### config.mk
export PLATFORM = sky130hd
export DESIGN_NAME = seq_alu_bcd_display_flat
export DESIGN_NICKNAME = d
export VERILOG_FILES = /design/src/rtl/seq_alu_bcd_display_if.sv /design/src/rtl/seq_alu_bcd_display.sv /design/src/flat_wrapper.sv
export SDC_FILE = /design/constraint.sdc
export NUM_CORES = 1
export LEC_CHECK = 0
export BUFFER_PORTS_ARGS = -buffer_cell sky130_fd_sc_hd__buf_4
export CELL_PAD_IN_SITES_DETAIL_PLACEMENT = 1
export CELL_PAD_IN_SITES_GLOBAL_PLACEMENT = 2
export CORE_UTILIZATION = 34
export DETAILED_ROUTE_END_ITERATION = 6
export PLACE_DENSITY_LB_ADDON = 0.25
export SLEW_MARGIN = 15
export SYNTH_ARGS = -nofsm -noshare
export SYNTH_HDL_FRONTEND = slang
export SYNTH_SLANG_ARGS = --single-unit
### constraint.sdc
create_clock -name clk -period 3.1 [get_ports clk]
set_clock_uncertainty 0.15 [all_clocks]
set_input_delay 0.31 -clock clk [delete_from_list [all_inputs] [get_ports clk]]
set_output_delay 0.31 -clock clk [all_outputs]
set_load 0.05 [all_outputs]
### src/rtl/seq_alu_bcd_display_if.sv
// Operand/opcode request bus and result/display bus of seq_alu_bcd_display.
// master: the front end that issues operations; slave: the ALU itself.
interface seq_alu_bcd_display_if #(
  parameter int WIDTH  = 8,
  parameter int DIGITS = 6
);
  logic                  start;
  logic [2:0]            opcode;
  logic [WIDTH-1:0]      operand_a;
  logic [WIDTH-1:0]      operand_b;
  logic                  busy;
  logic                  done;
  logic                  err;
  logic                  neg;
  logic [2*WIDTH-1:0]    result;
  logic [7*DIGITS-1:0]   seg;

  modport master (
    output start, opcode, operand_a, operand_b,
    input  busy, done, err, neg, result, seg
  );

  modport slave (
    input  start, opcode, operand_a, operand_b,
    output busy, done, err, neg, result, seg
  );
endinterface

### src/rtl/seq_alu_bcd_display.sv
// Multi-cycle ALU with registered 7-segment output.
// IDLE -> EXEC (1 cycle, or WIDTH cycles for MUL/DIV/MOD) -> BCD (2*WIDTH
// double-dabble shifts plus one cycle to render the digits) -> DONE -> IDLE.
// Optional macro SIGNED_DISPLAY_EN: show a minus digit left of a negative
// SUB magnitude.
module seq_alu_bcd_display #(
  parameter int WIDTH  = 8,
  parameter int DIGITS = 6
) (
  input  logic                 clk,
  input  logic                 rst_n,
  seq_alu_bcd_display_if.slave bus
);
  localparam int RW = 2 * WIDTH;
  localparam int BW = 4 * DIGITS;
  localparam int SW = 7 * DIGITS;
  localparam int CW = $clog2(RW + 1);
`ifdef SIGNED_DISPLAY_EN
  localparam bit SHOW_SIGN = 1'b1;
`else
  localparam bit SHOW_SIGN = 1'b0;
`endif
  localparam logic [6:0] SEG_MINUS = 7'b0000001;

  typedef enum logic [1:0] {S_IDLE, S_EXEC, S_BCD, S_DONE} state_t;

  state_t               state_q, state_d;
  logic [CW-1:0]        cnt_q, cnt_d;
  logic [WIDTH-1:0]     a_q, a_d, b_q, b_d;
  logic [2:0]           op_q, op_d;
  logic [RW-1:0]        prod_q, prod_d, mcand_q, mcand_d;
  logic [WIDTH-1:0]     mplier_q, mplier_d, rem_q, rem_d, quo_q, quo_d;
  logic [RW-1:0]        res_q, res_d, bin_q, bin_d, result_q, result_d;
  logic [BW-1:0]        bcd_q, bcd_d;
  logic                 negp_q, negp_d, errp_q, errp_d;
  logic                 neg_q, neg_d, err_q, err_d;
  logic [SW-1:0]        seg_q, seg_d;

  logic [WIDTH:0]       div_shift;
  logic [RW-1:0]        alu_res;
  logic                 exec_last;

  function automatic logic [6:0] dec7(input logic [3:0] d);
    case (d)
      4'd0:    dec7 = 7'b1111110;
      4'd1:    dec7 = 7'b0110000;
      4'd2:    dec7 = 7'b1101101;
      4'd3:    dec7 = 7'b1111001;
      4'd4:    dec7 = 7'b0110011;
      4'd5:    dec7 = 7'b1011011;
      4'd6:    dec7 = 7'b1011111;
      4'd7:    dec7 = 7'b1110000;
      4'd8:    dec7 = 7'b1111111;
      4'd9:    dec7 = 7'b1111011;
      default: dec7 = 7'b0000000;
    endcase
  endfunction

  // Double-dabble correction: every BCD nibble of 5 or more gets +3.
  function automatic logic [BW-1:0] dabble(input logic [BW-1:0] bcd);
    logic [BW-1:0] r;
    r = bcd;
    for (int i = 0; i < DIGITS; i++)
      if (bcd[4*i +: 4] >= 4'd5) r[4*i +: 4] = bcd[4*i +: 4] + 4'd3;
    return r;
  endfunction

  // Digit rendering with leading-zero blanking; digit 0 is always shown.
  function automatic logic [SW-1:0] render(input logic [BW-1:0] bcd,
                                           input logic neg, input logic err);
    logic [SW-1:0] s;
    int msd;
    s   = '0;
    msd = 0;
    for (int i = 0; i < DIGITS; i++)
      if (bcd[4*i +: 4] != 4'd0) msd = i;
    for (int i = 0; i < DIGITS; i++) begin
      if (err)                                 s[7*i +: 7] = SEG_MINUS;
      else if (i <= msd)                       s[7*i +: 7] = dec7(bcd[4*i +: 4]);
      else if (SHOW_SIGN && neg && i == msd+1) s[7*i +: 7] = SEG_MINUS;
    end
    return s;
  endfunction

  assign bus.busy   = (state_q != S_IDLE);
  assign bus.done   = (state_q == S_DONE);
  assign bus.err    = err_q;
  assign bus.neg    = neg_q;
  assign bus.result = result_q;
  assign bus.seg    = seg_q;

  // Next-state, iterative datapath steps and output updates.
  always_comb begin
    state_d  = state_q;  cnt_d    = cnt_q;
    a_d      = a_q;      b_d      = b_q;      op_d  = op_q;
    prod_d   = prod_q;   mcand_d  = mcand_q;  mplier_d = mplier_q;
    rem_d    = rem_q;    quo_d    = quo_q;
    res_d    = res_q;    bin_d    = bin_q;    bcd_d = bcd_q;
    negp_d   = negp_q;   errp_d   = errp_q;
    result_d = result_q; neg_d    = neg_q;    err_d = err_q;
    seg_d    = seg_q;
    alu_res  = '0;
    exec_last = 1'b0;
    div_shift = {rem_q, quo_q[WIDTH-1]};

    case (state_q)
      S_IDLE: begin
        if (bus.start) begin
          a_d      = bus.operand_a;
          b_d      = bus.operand_b;
          op_d     = bus.opcode;
          prod_d   = '0;
          mcand_d  = RW'(bus.operand_a);
          mplier_d = bus.operand_b;
          rem_d    = '0;
          quo_d    = bus.operand_a;
          cnt_d    = '0;
          state_d  = S_EXEC;
        end
      end

      S_EXEC: begin
        if (op_q >= 3'd5) begin
          // One shift-add multiply step and one restoring divide step.
          prod_d   = prod_q + (mplier_q[0] ? mcand_q : '0);
          mcand_d  = mcand_q << 1;
          mplier_d = mplier_q >> 1;
          if (div_shift >= {1'b0, b_q}) begin
            rem_d = WIDTH'(div_shift - {1'b0, b_q});
            quo_d = {quo_q[WIDTH-2:0], 1'b1};
          end else begin
            rem_d = div_shift[WIDTH-1:0];
            quo_d = {quo_q[WIDTH-2:0], 1'b0};
          end
          cnt_d     = cnt_q + CW'(1);
          exec_last = (cnt_q == CW'(WIDTH - 1));
        end else begin
          exec_last = 1'b1;
        end

        case (op_q)
          3'd0: alu_res = RW'({1'b0, a_q} + {1'b0, b_q});
          3'd1: alu_res = RW'((a_q >= b_q) ? (a_q - b_q) : (b_q - a_q));
          3'd2: alu_res = RW'(a_q & b_q);
          3'd3: alu_res = RW'(a_q | b_q);
          3'd4: alu_res = RW'(a_q ^ b_q);
          3'd5: alu_res = prod_d;
          3'd6: alu_res = (b_q == '0) ? '1 : RW'(quo_d);
          default: alu_res = (b_q == '0) ? '1 : RW'(rem_d);
        endcase

        if (exec_last) begin
          res_d   = alu_res;
          bin_d   = alu_res;
          bcd_d   = '0;
          negp_d  = (op_q == 3'd1) && (a_q < b_q);
          errp_d  = (op_q >= 3'd6) && (b_q == '0);
          cnt_d   = '0;
          state_d = S_BCD;
        end
      end

      S_BCD: begin
        if (cnt_q == CW'(RW)) begin
          result_d = res_q;
          neg_d    = negp_q;
          err_d    = errp_q;
          seg_d    = render(bcd_q, negp_q, errp_q);
          cnt_d    = '0;
          state_d  = S_DONE;
        end else begin
          {bcd_d, bin_d} = {dabble(bcd_q), bin_q} << 1;
          cnt_d = cnt_q + CW'(1);
        end
      end

      default: state_d = S_IDLE;
    endcase
  end

  // State and datapath registers, all cleared by reset.
  always_ff @(posedge clk) begin
    if (!rst_n) begin
      state_q <= S_IDLE;  cnt_q    <= '0;
      a_q     <= '0;      b_q      <= '0;  op_q <= '0;
      prod_q  <= '0;      mcand_q  <= '0;  mplier_q <= '0;
      rem_q   <= '0;      quo_q    <= '0;
      res_q   <= '0;      bin_q    <= '0;  bcd_q <= '0;
      negp_q  <= 1'b0;    errp_q   <= 1'b0;
      result_q <= '0;     neg_q    <= 1'b0; err_q <= 1'b0;
      seg_q   <= '0;
    end else begin
      state_q <= state_d; cnt_q    <= cnt_d;
      a_q     <= a_d;     b_q      <= b_d;  op_q <= op_d;
      prod_q  <= prod_d;  mcand_q  <= mcand_d; mplier_q <= mplier_d;
      rem_q   <= rem_d;   quo_q    <= quo_d;
      res_q   <= res_d;   bin_q    <= bin_d; bcd_q <= bcd_d;
      negp_q  <= negp_d;  errp_q   <= errp_d;
      result_q <= result_d; neg_q  <= neg_d; err_q <= err_d;
      seg_q   <= seg_d;
    end
  end
endmodule

### src/flat_wrapper.sv
// flat-port wrapper written by rule: the top's interface ports become plain ports
module seq_alu_bcd_display_flat 
#(
  parameter int WIDTH  = 8,
  parameter int DIGITS = 6
)
  (clk, rst_n, bus_start, bus_opcode, bus_operand_a, bus_operand_b, bus_busy, bus_done, bus_err, bus_neg, bus_result, bus_seg);
  seq_alu_bcd_display_if #(.WIDTH(WIDTH), .DIGITS(DIGITS)) bus_i ();
  input  logic clk;
  input  logic rst_n;
  input wire logic [$bits(bus_i.start)-1:0] bus_start;
  input wire logic [$bits(bus_i.opcode)-1:0] bus_opcode;
  input wire logic [$bits(bus_i.operand_a)-1:0] bus_operand_a;
  input wire logic [$bits(bus_i.operand_b)-1:0] bus_operand_b;
  output wire logic [$bits(bus_i.busy)-1:0] bus_busy;
  output wire logic [$bits(bus_i.done)-1:0] bus_done;
  output wire logic [$bits(bus_i.err)-1:0] bus_err;
  output wire logic [$bits(bus_i.neg)-1:0] bus_neg;
  output wire logic [$bits(bus_i.result)-1:0] bus_result;
  output wire logic [$bits(bus_i.seg)-1:0] bus_seg;
  assign bus_i.start = bus_start;
  assign bus_i.opcode = bus_opcode;
  assign bus_i.operand_a = bus_operand_a;
  assign bus_i.operand_b = bus_operand_b;
  assign bus_busy = bus_i.busy;
  assign bus_done = bus_i.done;
  assign bus_err = bus_i.err;
  assign bus_neg = bus_i.neg;
  assign bus_result = bus_i.result;
  assign bus_seg = bus_i.seg;
  seq_alu_bcd_display #(.WIDTH(WIDTH), .DIGITS(DIGITS)) u_core (.clk(clk), .rst_n(rst_n), .bus(bus_i));
endmodule
==> impl_results.md <==
- Yosys warns: 0
- Fraction of layout cells with a size suffix above 1: 20.60%
- Final ANT Viol Nets: 0
- Status: finished clean
- Routed wire length per instance: 19.53 um
- Crit path launch: u_core.mplier_q[0]
- Commonest cells after routing, fill and taps aside: buf_4, dfxtp_1, nand2_1
- Initial antenna violation count: 1
- Distinct cell type count after synthesis: 85
- Num CTS Buffers: 30
- Crit-path max FO: 7
- Setup-failing EPs final: 0
- Final Slew Violations: 0
- Tot Pwr: 12.92 mW
- Worst setup EP type: register
- Sequential share of the synthesized area: between 30% and 40%
- Via count: 12920
- Mean Syn Cell Area: 8.359 sq um
- CTS Buffer Depth: 3
- Post-synth top flop: dfxtp_1
- RSZ-0062 raised after global routing: true
- Layout Nets: roughly 2000
- Worst R2R Path Depth: 11
- CP endpoint: u_core.bin_q[7]
- Row Count: 73
- Clk_lat worst skew: 0.59 ns
- Die Area: 41600 sq um
- Reg2Reg Launch Point: u_core.mplier_q[0]
- Largest net degree at the start of global routing: 66
- Vias in the first global route: 13100
- CTS sink count: around 240
- DR pass1 iterations: 5
- Initial DRC Count: about 580
- Startpoint Class: register
- Pwr Density: approximately 730 nW/um^2
- Routability Congestion: between 0.8 and 0.9
- GRT Total Usage: 22.52%
- Fill count: between 4000 and 5000
- CTS tree: yes
- Die H: 204.0 um
- Final cell count without fillers: between 2000 and 2500
- Placed insts: 2336
- Post-DP HPWL: between 30 and 40 mm
- Detailed-route vias per instance: around 5.3
- WS Path Type: reg2reg
- Commonest non-fill, non-tap cell in the layout: buf_4
- Cell Area, Synth: 13870 sq um
- Min setup slack post-route: roughly 0.068 ns
- Worst IR Drop VDD: between 0.3 and 0.4 mV
- Worst Path Arrival: 3.39 ns
- R2R Path End: u_core.bin_q[7]
- Final Cycle Share: 97.80%
- R2r setup slk: 0.07 ns
- Die Wd: 204.0 um
- Syn Inst Count: 1659
- Grt total ovfl: 0
- Area grow syn2layout: 26.98%
- Synthesized flop and latch total: 242
- Global-route wire length before repair: 74.40 mm
- Root buf cell: clkbuf_16
- Leak Pwr: 7.294 nW
- Post-synth EDFFs: 0
- Worst-Margin Slew: 1.036 ns
- Ports: 84
- Fmax: 0.3298 GHz
- Syn Nets: 1798
- Wirelength, routed: 47.24 mm
- Max_slew headroom: 30.79%
- Clock-pin slew on the worst setup and hold paths: 0.06 ns
- Remaining DRCs: 0
- Worst path required time: 3.45 ns
- Final min period: 3.032 ns
- Initial Util: 34.66%
- Final hold viol count: 0
- Pre-CTS WS: -0.1554 ns
- IO buf count: 83
- Path category of the worst min-delay check: in2reg
- Core ar.: 40010 sq um
- H-tree levels: 1
- Synth async-reset ratio: 0%
- Max_cap viols: 0
==> worst min path at each step <==
| stage | start | end | slack (ns) | cells past startpoint |
|---|---|---|---|---|
| 6_report | bus_start | u_core.state_q[0] | 0.15 | 4 |
| 5_1_grt | bus_start | u_core.state_q[0] | 0.17 | 4 |
| 4_1_cts | bus_start | u_core.state_q[0] | 0.13 | 4 |
| 3_5_place_dp | register | u_core.bus.seg[14] | 0.29 | 2 |
| 3_3_place_gp | register | u_core.bus.seg[14] | 0.28 | 2 |
| 2_1_floorplan | register | u_core.bus.seg[14] | 0.27 | 2 |
==> critical path: stages (launching register included) <==
cell and delay, ns:
dfxtp_1 0.32, buf_4 0.15, and2_1 0.16, ha_1 0.34
o21ai_0 0.12, o21ai_0 0.45, a21boi_2 0.18, xnor2_2 0.22
a21oi_1 0.13, o211a_1 0.20, or3_1 0.38, a31oi_1 0.18
==> Yosys cell counts (all sizes together) (7+ instances only) <==
library cell	n	share of area [%]
dfxtp	242	35
nand2	203	5.5
a21oi	114	4.1
ha	112	10
o21ai	104	3.8
inv	91	2.5
nor2	88	2.5
clkbuf	77	2.1
a21boi	65	3.5
nor2b	64	2.9
and2	43	1.9
a22oi	42	2.3
nand3	42	1.5
mux2i	32	2.3
nand2b	23	1.0
o211a	19	1.4
nor3	18	0.65
xnor2	17	1.1
o22ai	16	0.72
o211ai	15	0.81
a31oi	13	0.59
buf	13	0.42
o21a	13	0.70
o31ai	12	0.65
xor2	12	0.76
o21bai	11	0.60
o311ai	10	0.63
a211oi	9	0.58
nor3b	9	0.49
nor4	9	0.51
a21o	8	0.43
a22o	8	0.51
a32o	8	0.58
or3	8	0.36
a211o	7	0.51
and3	7	0.32
o221a	7	0.57
==> metal layers <==
metal	vias to the layer above	global-route usage, %	share of wire [%]
met5	-	0	0
met2	186	37.45	46
li1	6315	-	-
met4	0	4.371	1.9
met1	6371	31.32	49
met3	47	2.583	3.3
==> through the flow <==
| step | hold WS [ns] | cell area, sq um | utilization (%) | setup TNS [ns] |
|---|---|---|---|---|
| after floorplan | 0.2701 | 13900 | - | 0 |
| after global placement | 0.2792 | 16090 | 40.22 | -0.1329 |
| after detailed placement | 0.2853 | 16090 | 40.22 | -0.7887 |
| after CTS | 0.1330 | 17300 | 43.25 | 0 |
| after global routing | 0.1704 | 17610 | 44.01 | -0.5365 |
| final | 0.1485 | 17610 | 44.01 | 0 |
==> power breakdown <==
group / internal [mW] / switching (mW) / total, mW
Combinational: 2.43 / 3.40 / 5.83
Clock: 2.00 / 1.41 / 3.41
Sequential: 3.45 / 0.226 / 3.67
Total: 7.87 / 5.04 / 12.9
==> cell families after synthesis <==
group | count (synthesis) | synth area share, %
compound gates | 522 | 25.84
xor+xnor | 29 | 1.832
simple gates | 528 | 18.51
buf+inv | 182 | 5.008
mux | 39 | 3.041
flops | 242 | 34.94
fa+ha+maj | 117 | 10.83
==> cell type report <==
type / instances / area, sq um / area share [%]
diodes: 1 / 2.502 / 0.01421
clock buffers: 43 / 859.6 / 4.882
clock inverters: 8 / 93.84 / 0.5329
inverters: 92 / 352.8 / 2.004
multi-input cells: 1235 / 8638 / 49.06
flip-flops and latches: 242 / 4852 / 27.56
well taps: 525 / 656.9 / 3.731
repair buffers: 273 / 2152 / 12.22
==> repair_timing <==
item / 4_1_cts / 5_1_grt
buffers inserted: 3 / 8
hold endpoints to repair: 50 / 0
cloned: 0 / 0
endpoints found under the setup margin: 16 / 64
gates resized for setup: 12 / 61
pin swaps: 5 / 7
hold buffers: 20 / 0
(Power assumes the default switching activity.)
